File: src/rtl/regfile_write_arbiter_pkg.sv
// Shared constants and types for the register-file write arbiter.
// Build option: define REGFILE_ARB_DBG_EN to enable the debug write port.
package regfile_write_arbiter_pkg;

    localparam int DATA_W   = 8;
    localparam int ADDR_W   = 3;
    localparam int NUM_REGS = 1 << ADDR_W;
    localparam int ACC_ADDR = NUM_REGS - 1;

    typedef enum logic [1:0] {
        REQ_ALU  = 2'd0,
        REQ_LD   = 2'd1,
        REQ_DBG  = 2'd2,
        REQ_NONE = 2'd3
    } req_id_e;

    // One-hot register mask, all zero when not enabled
    function automatic logic [NUM_REGS-1:0] addr_onehot(input logic [ADDR_W-1:0] addr,
                                                        input logic              en);
        return en ? (NUM_REGS'(1) << addr) : '0;
    endfunction

endpackage

File: src/rtl/regfile_write_arbiter_if.sv
// Writeback requester, decoder claim and register-file write port bundle.
// The dbg_* group is always present; it is only acted on when REGFILE_ARB_DBG_EN is defined.
interface regfile_write_arbiter_if;
    import regfile_write_arbiter_pkg::*;

    logic              alu_valid;
    logic [ADDR_W-1:0] alu_addr;
    logic [DATA_W-1:0] alu_data;
    logic              alu_ready;

    logic              ld_valid;
    logic [ADDR_W-1:0] ld_addr;
    logic [DATA_W-1:0] ld_data;
    logic              ld_ready;

    logic              dbg_valid;
    logic [ADDR_W-1:0] dbg_addr;
    logic [DATA_W-1:0] dbg_data;
    logic              dbg_ready;

    logic              claim_en;
    logic [ADDR_W-1:0] claim_addr;

    logic                rf_write_en;
    logic [ADDR_W-1:0]   rf_write_addr;
    logic [DATA_W-1:0]   rf_write_data;
    logic [NUM_REGS-1:0] busy;
    logic                acc_busy;
    logic                claim_conflict;

    // Arbiter side
    modport slave (
        input  alu_valid, alu_addr, alu_data,
        input  ld_valid, ld_addr, ld_data,
        input  dbg_valid, dbg_addr, dbg_data,
        input  claim_en, claim_addr,
        output alu_ready, ld_ready, dbg_ready,
        output rf_write_en, rf_write_addr, rf_write_data,
        output busy, acc_busy, claim_conflict
    );

    // Requester / decoder / register-file side
    modport master (
        output alu_valid, alu_addr, alu_data,
        output ld_valid, ld_addr, ld_data,
        output dbg_valid, dbg_addr, dbg_data,
        output claim_en, claim_addr,
        input  alu_ready, ld_ready, dbg_ready,
        input  rf_write_en, rf_write_addr, rf_write_data,
        input  busy, acc_busy, claim_conflict
    );

endinterface

File: src/rtl/regfile_write_arbiter_scoreboard.sv
// Per-register pending-write tracker. A claim marks a register pending, an
// architectural writeback clears it; a claim on an already pending register
// (not being cleared in the same cycle) raises a one-cycle conflict pulse.
module regfile_scoreboard
    import regfile_write_arbiter_pkg::*;
(
    input  logic                clk,
    input  logic                reset,
    input  logic                i_claim_en,
    input  logic [ADDR_W-1:0]   i_claim_addr,
    input  logic                i_clr_en,
    input  logic [ADDR_W-1:0]   i_clr_addr,
    output logic [NUM_REGS-1:0] o_busy,
    output logic                o_claim_conflict
);

    logic [NUM_REGS-1:0] r_busy;
    logic                r_conflict;
    logic [NUM_REGS-1:0] w_claim_mask;
    logic [NUM_REGS-1:0] w_clr_mask;
    logic [NUM_REGS-1:0] w_busy_next;
    logic                w_conflict;

    // Clear first, then claim: a same-cycle claim keeps the register pending
    always_comb begin
        w_claim_mask = addr_onehot(i_claim_addr, i_claim_en);
        w_clr_mask   = addr_onehot(i_clr_addr, i_clr_en);
        w_busy_next  = (r_busy & ~w_clr_mask) | w_claim_mask;
        w_conflict   = i_claim_en & r_busy[i_claim_addr] & ~w_clr_mask[i_claim_addr];
    end

    // Busy vector and registered conflict pulse
    always_ff @(posedge clk or negedge reset) begin
        if (!reset) begin
            r_busy     <= '0;
            r_conflict <= 1'b0;
        end else begin
            r_busy     <= w_busy_next;
            r_conflict <= w_conflict;
        end
    end

    assign o_busy           = r_busy;
    assign o_claim_conflict = r_conflict;

endmodule

File: src/rtl/regfile_write_arbiter.sv
// Single write-port arbiter for the register file: debug (strict priority,
// held off while its target is pending), then ALU/load round-robin. The
// winning write is registered, so it reaches the register file one cycle
// after its grant. Optional debug port: define REGFILE_ARB_DBG_EN.
module regfile_write_arbiter
    import regfile_write_arbiter_pkg::*;
(
    input  logic                    clk,
    input  logic                    reset,
    regfile_write_arbiter_if.slave  bus
);

    req_id_e             r_rr_ptr;
    logic                r_wr_en_p1;
    logic [ADDR_W-1:0]   r_wr_addr_p1;
    logic [DATA_W-1:0]   r_wr_data_p1;

    logic                w_dbg_grant;
    logic                w_alu_grant;
    logic                w_ld_grant;
    logic                w_any_grant;
    logic                w_clr_en;
    logic [ADDR_W-1:0]   w_clr_addr;
    logic [ADDR_W-1:0]   w_win_addr;
    logic [DATA_W-1:0]   w_win_data;
    logic [NUM_REGS-1:0] w_busy;

`ifdef REGFILE_ARB_DBG_EN
    // Debug may not overwrite a register that still has a writer in flight
    assign w_dbg_grant = reset & bus.dbg_valid & ~w_busy[bus.dbg_addr];
`else
    logic w_dbg_unused;
    assign w_dbg_grant  = 1'b0;
    assign w_dbg_unused = ^{bus.dbg_valid, bus.dbg_addr, bus.dbg_data};
`endif

    // ALU/load round-robin, suppressed during reset or when debug wins
    always_comb begin
        w_alu_grant = 1'b0;
        w_ld_grant  = 1'b0;
        if (reset && !w_dbg_grant) begin
            if (bus.alu_valid && bus.ld_valid) begin
                w_alu_grant = (r_rr_ptr == REQ_ALU);
                w_ld_grant  = (r_rr_ptr != REQ_ALU);
            end else begin
                w_alu_grant = bus.alu_valid;
                w_ld_grant  = bus.ld_valid;
            end
        end
    end

    // Select the winning write
    always_comb begin
        w_win_addr = bus.alu_addr;
        w_win_data = bus.alu_data;
        if (w_ld_grant) begin
            w_win_addr = bus.ld_addr;
            w_win_data = bus.ld_data;
        end
`ifdef REGFILE_ARB_DBG_EN
        if (w_dbg_grant) begin
            w_win_addr = bus.dbg_addr;
            w_win_data = bus.dbg_data;
        end
`endif
    end

    assign w_any_grant = w_alu_grant | w_ld_grant | w_dbg_grant;

    // Only architectural (ALU/load) writes retire a pending claim
    assign w_clr_en   = w_alu_grant | w_ld_grant;
    assign w_clr_addr = w_ld_grant ? bus.ld_addr : bus.alu_addr;

    // Pointer names the requester favoured on the next ALU/load tie
    always_ff @(posedge clk or negedge reset) begin
        if (!reset) begin
            r_rr_ptr <= REQ_ALU;
        end else if (w_alu_grant) begin
            r_rr_ptr <= REQ_LD;
        end else if (w_ld_grant) begin
            r_rr_ptr <= REQ_ALU;
        end
    end

    // Output stage: write strobe every grant, address/data hold when idle
    always_ff @(posedge clk or negedge reset) begin
        if (!reset) begin
            r_wr_en_p1   <= 1'b0;
            r_wr_addr_p1 <= '0;
            r_wr_data_p1 <= '0;
        end else begin
            r_wr_en_p1 <= w_any_grant;
            if (w_any_grant) begin
                r_wr_addr_p1 <= w_win_addr;
                r_wr_data_p1 <= w_win_data;
            end
        end
    end

    regfile_scoreboard u_scoreboard (
        .clk              (clk),
        .reset            (reset),
        .i_claim_en       (bus.claim_en),
        .i_claim_addr     (bus.claim_addr),
        .i_clr_en         (w_clr_en),
        .i_clr_addr       (w_clr_addr),
        .o_busy           (w_busy),
        .o_claim_conflict (bus.claim_conflict)
    );

    assign bus.alu_ready     = w_alu_grant;
    assign bus.ld_ready      = w_ld_grant;
    assign bus.dbg_ready     = w_dbg_grant;
    assign bus.rf_write_en   = r_wr_en_p1;
    assign bus.rf_write_addr = r_wr_addr_p1;
    assign bus.rf_write_data = r_wr_data_p1;
    assign bus.busy          = w_busy;
    assign bus.acc_busy      = w_busy[ACC_ADDR];

endmodule

File: src/flat_wrapper.sv
// flat-port wrapper written by rule: the top's interface ports become plain ports
module regfile_write_arbiter_flat import regfile_write_arbiter_pkg::*;
  (clk, reset, bus_alu_valid, bus_alu_addr, bus_alu_data, bus_ld_valid, bus_ld_addr, bus_ld_data, bus_dbg_valid, bus_dbg_addr, bus_dbg_data, bus_claim_en, bus_claim_addr, bus_alu_ready, bus_ld_ready, bus_dbg_ready, bus_rf_write_en, bus_rf_write_addr, bus_rf_write_data, bus_busy, bus_acc_busy, bus_claim_conflict);
  regfile_write_arbiter_if bus_i ();
  input  logic clk;
  input  logic reset;
  input wire logic [$bits(bus_i.alu_valid)-1:0] bus_alu_valid;
  input wire logic [$bits(bus_i.alu_addr)-1:0] bus_alu_addr;
  input wire logic [$bits(bus_i.alu_data)-1:0] bus_alu_data;
  input wire logic [$bits(bus_i.ld_valid)-1:0] bus_ld_valid;
  input wire logic [$bits(bus_i.ld_addr)-1:0] bus_ld_addr;
  input wire logic [$bits(bus_i.ld_data)-1:0] bus_ld_data;
  input wire logic [$bits(bus_i.dbg_valid)-1:0] bus_dbg_valid;
  input wire logic [$bits(bus_i.dbg_addr)-1:0] bus_dbg_addr;
  input wire logic [$bits(bus_i.dbg_data)-1:0] bus_dbg_data;
  input wire logic [$bits(bus_i.claim_en)-1:0] bus_claim_en;
  input wire logic [$bits(bus_i.claim_addr)-1:0] bus_claim_addr;
  output wire logic [$bits(bus_i.alu_ready)-1:0] bus_alu_ready;
  output wire logic [$bits(bus_i.ld_ready)-1:0] bus_ld_ready;
  output wire logic [$bits(bus_i.dbg_ready)-1:0] bus_dbg_ready;
  output wire logic [$bits(bus_i.rf_write_en)-1:0] bus_rf_write_en;
  output wire logic [$bits(bus_i.rf_write_addr)-1:0] bus_rf_write_addr;
  output wire logic [$bits(bus_i.rf_write_data)-1:0] bus_rf_write_data;
  output wire logic [$bits(bus_i.busy)-1:0] bus_busy;
  output wire logic [$bits(bus_i.acc_busy)-1:0] bus_acc_busy;
  output wire logic [$bits(bus_i.claim_conflict)-1:0] bus_claim_conflict;
  assign bus_i.alu_valid = bus_alu_valid;
  assign bus_i.alu_addr = bus_alu_addr;
  assign bus_i.alu_data = bus_alu_data;
  assign bus_i.ld_valid = bus_ld_valid;
  assign bus_i.ld_addr = bus_ld_addr;
  assign bus_i.ld_data = bus_ld_data;
  assign bus_i.dbg_valid = bus_dbg_valid;
  assign bus_i.dbg_addr = bus_dbg_addr;
  assign bus_i.dbg_data = bus_dbg_data;
  assign bus_i.claim_en = bus_claim_en;
  assign bus_i.claim_addr = bus_claim_addr;
  assign bus_alu_ready = bus_i.alu_ready;
  assign bus_ld_ready = bus_i.ld_ready;
  assign bus_dbg_ready = bus_i.dbg_ready;
  assign bus_rf_write_en = bus_i.rf_write_en;
  assign bus_rf_write_addr = bus_i.rf_write_addr;
  assign bus_rf_write_data = bus_i.rf_write_data;
  assign bus_busy = bus_i.busy;
  assign bus_acc_busy = bus_i.acc_busy;
  assign bus_claim_conflict = bus_i.claim_conflict;
  regfile_write_arbiter u_core (.clk(clk), .reset(reset), .bus(bus_i));
endmodule
File: config.mk
export PLATFORM = sky130hd
export DESIGN_NAME = regfile_write_arbiter_flat
export DESIGN_NICKNAME = d
export VERILOG_FILES = /design/src/rtl/regfile_write_arbiter_pkg.sv /design/src/rtl/regfile_write_arbiter_if.sv /design/src/rtl/regfile_write_arbiter_scoreboard.sv /design/src/rtl/regfile_write_arbiter.sv /design/src/flat_wrapper.sv
export SDC_FILE = /design/constraint.sdc
export NUM_CORES = 1
export LEC_CHECK = 0
export CORE_UTILIZATION = 40
export CTS_BUF_LIST = sky130_fd_sc_hd__clkbuf_4 sky130_fd_sc_hd__clkbuf_8
export CTS_CLUSTER_DIAMETER = 150
export DETAILED_ROUTE_END_ITERATION = 7
export PLACE_DENSITY = 0.93
export SLEW_MARGIN = 25
export SYNTH_ARGS = -nofsm -noshare
export SYNTH_HDL_FRONTEND = slang
export SYNTH_SLANG_ARGS = --single-unit
File: constraint.sdc
create_clock -name clk -period 1.7 [get_ports clk]
set_clock_uncertainty 0.05 [all_clocks]
set_input_delay 0.17 -clock clk [delete_from_list [all_inputs] [get_ports clk]]
set_output_delay 0.17 -clock clk [all_outputs]
set_load 0.1 [all_outputs]
==> flow_metrics.tcl <==
set metrics [dict create \
    nets 238 \
    post-route-cell-area_mm2 0.00216 \
    reg2reg_slack_ns 0.08 \
    ys_seq_area_share_pct 44.0 \
    finalCritPeriodShare_pct 98.1 \
    final_core_util_pct 75.8 \
    vdd_drop_max_v 0.000706 \
    std_cell_rows 19 \
    routedWlPerCell_um 15.7 \
    rsz0062_at_grt "true" \
    reg2reg_depth 6 \
    drtAntennaViolNets 0 \
    port-buffer-count 53 \
    vias_per_cell 5.46 \
    place_congestion 0.855 \
    syn_area_per_cell_um2 9.63 \
    synthesis.nets 172 \
    cp_slowest_cell "dfrtp_1" \
    finalSetupViolCount 0 \
    critical_path_required_ns 1.48 \
    overflow 0 \
    ys_types 36 \
    dr_total_vias 1233 \
    hold_viol_final 0 \
    n_antenna_cell 0 \
    path_cells "and2b_2 > nor2_4 > buf_8 > buf_12" \
    dp_cells 220 \
    grt_usage_pct 23.0 \
    arrival_ns 1.45 \
    drc_errors 2 \
    r2r_end "u_core.bus.rf_write_data[1]" \
    drt-initial-drc-count 44 \
    total_leakage_power_uw 0.000922 \
    boundaryPins 67 \
    r2r-start "u_core.r_rr_ptr[0]" \
    fmax_mhz 599 \
    worstSetupEndpointType "output pin" \
    cp.depth 4 \
    critical_path_buf_inv_count 2 \
    fin_crit_ns 1.67 \
    synth_area_mm2 0.00125 \
    hold_class "primary input to asynchronous set/reset pin" \
    drive_gt1_share_pct 29.7 \
    critPathKind "register to output pin" \
    clock-sinks 22 \
    crit_family "simple AND/OR/NAND/NOR gates" \
    finalWirelength_um 3550 \
    cellPowerDensity_mw_per_mm2 1170 \
    cts-root-buf "clkbuf_4" \
    grt_max_degree 20 \
    die_x_um 58.0 \
    crit_path_start "u_core.r_rr_ptr[0]" \
    clkLatencyLatePin_ns 0.30 \
    status "complete, but fails checks" \
    clk_pin_slew_ns 0.12 \
    grt_pass1_vias 1272 \
    die_h_um 58.0 \
    dp_hpwl_um 2910 \
    start_util_pct 43.9 \
    clk_path_buf_depth 2 \
    grt_antenna_before_repair 0 \
    cp-start-kind "register" \
    tritoncts "done" \
    critPathMaxStageDelay_ns 0.39 \
    placed_cell_area_mm2 0.00211 \
    core_mm2 0.00285 \
    dr.pass1.iters 6 \
    violations "design-rule violations" \
    fillers 178 \
    layoutNonFillerInstCount 226 \
    syn_inst 130 \
    area.growth.synth_to_final_pct 72.7 \
    synth_seq_cells 22 \
    numCtsBuffers 3 \
    maxSlewViolCount 0 \
    p_total_uw 2520 \
    htree_levels 1 \
    critPathCapture "bus_ld_ready" \
    die_area_mm2 0.00336 \
    crit_path_max_fanout 4 \
    grt_pass1_wl_um 5930 \
    yosys_warnings 0 \
    cap_viol_max_count 0 \
]
synth_stat cells (all sizes together):
library cell,n,share of area (%)
a21boi,2,1.2
a21o,1,0.60
a21oi,3,1.2
a22oi,1,1.0
a31oi,2,1.0
a32o,2,1.6
and2,2,1.0
and2b,1,0.60
buf,6,3.8
clkbuf,1,0.30
conb,1,0.30
dfrtp,22,44
inv,5,1.5
mux2i,11,8.8
mux4,2,3.6
nand2,17,5.1
nand2b,6,3.0
nand3,2,0.80
nor2,4,1.8
nor2b,6,3.6
nor3,1,0.40
o211ai,1,0.60
o21a,1,0.60
o21ai,22,8.8
o22ai,1,0.50
o2bb2ai,2,1.4
o31a,1,0.70
o31ai,2,1.2
or2b,1,0.60
or3,1,0.50
layout by cell type (no fill, tap or decap), types with 2 or more instances in the layout:
cell	instances
inv_1	5
buf_12	23
nand3_1	2
a31oi_1	2
clkdlybuf4s50_1	29
nor2_1	3
mux4_2	2
nand2b_1	6
and2_1	2
a21oi_1	3
a32o_1	2
nor2b_1	5
buf_4	15
o21ai_0	14
clkbuf_4	4
o31ai_1	2
dfrtp_2	8
o21ai_1	8
nand2_1	17
dfrtp_1	14
mux2i_1	10
o2bb2ai_1	2
a21boi_1	2
worst register-to-register path, delay by kind of cell, from the launching register on:
kind / cells / cell delay, ns
AO/OA/AOI/OAI: 1 / 0.10
flip-flops: 1 / 0.39
AND/OR/NAND/NOR: 2 / 0.45
multiplexers: 1 / 0.21
buffers and inverters: 2 / 0.30
metal layers:
layer	part of all wire (%)	track usage (%)
met2	56	40.6
met4	1.4	9.52
met5	0	0
met3	3.4	2.01
met1	40	29.0
stage by stage:
stage                     setup slack [ns]  TNS (ns)  hold slack, ns
after detailed placement            -0.141     -1.38           0.449
after global placement             -0.0875    -0.231           0.436
after floorplan                     0.0184         0          -0.176
after CTS                           0.0150         0           0.172
final                               0.0319         0           0.170
after global routing               -0.0216   -0.0216           0.224
repair_timing:
item / CTS / global route
setup endpoints to repair: 2 / 1
gates resized for setup: 3 / 4
buffers inserted: 0 / 2
pin swaps: 1 / 1
hold buffers: 0 / 0
layout make-up:
class / count / area (µm²) / share of cell area, %
clock buffers: 4 / 30.0 / 1.39
inverters: 5 / 18.8 / 0.868
multi-input cells: 96 / 637 / 29.4
flip-flops and latches: 22 / 561 / 25.9
well taps: 31 / 38.8 / 1.79
repair buffers: 68 / 878 / 40.6
power breakdown:
| group | total [µW] | internal (µW) | switching, µW | leakage, µW |
|---|---|---|---|---|
| sequential | 745 | 624 | 121 | 0.000252 |
| combinational | 1520 | 570 | 945 | 0.000651 |
| clock | 263 | 107 | 155 | 0.0000184 |
| total | 2520 | 1300 | 1220 | 0.000922 |
registers in the layout (all words and copies together), names as in the netlist:
| signal | flops |
|---|---|
| u_core.u_scoreboard.o_busy | 8 |
| u_core.r_rr_ptr | 1 |
| u_core.bus.rf_write_addr | 3 |
| u_core.u_scoreboard.o_claim_conflict | 1 |
| u_core.bus.rf_write_data | 8 |
| u_core.bus.rf_write_en | 1 |
cell families (layout without fill, tap and decap cells):
| group | count (synthesis) | count (layout) | share of synthesized area (%) |
|---|---|---|---|
| buffers and inverters | 12 | 77 | 5.59 |
| AND/OR/NAND/NOR | 41 | 41 | 17.4 |
| multiplexers | 13 | 13 | 12.4 |
| flip-flops | 22 | 22 | 44.0 |
| other | 1 | 1 | 0.299 |
| AO/OA/AOI/OAI | 41 | 41 | 20.4 |
how the worst min path moves through the flow:
stage	slack [ns]	startpoint	endpoint
after floorplan	-0.18	reset	u_core.bus.rf_write_addr[0]
after global placement	0.44	u_core.r_rr_ptr[0]	u_core.r_rr_ptr[0]
after detailed placement	0.45	u_core.r_rr_ptr[0]	u_core.r_rr_ptr[0]
after CTS	0.17	reset	u_core.u_scoreboard.o_busy[3]
after global routing	0.22	reset	u_core.u_scoreboard.o_busy[2]
final	0.17	reset	u_core.u_scoreboard.o_busy[3]
(Power assumes the default switching activity.)
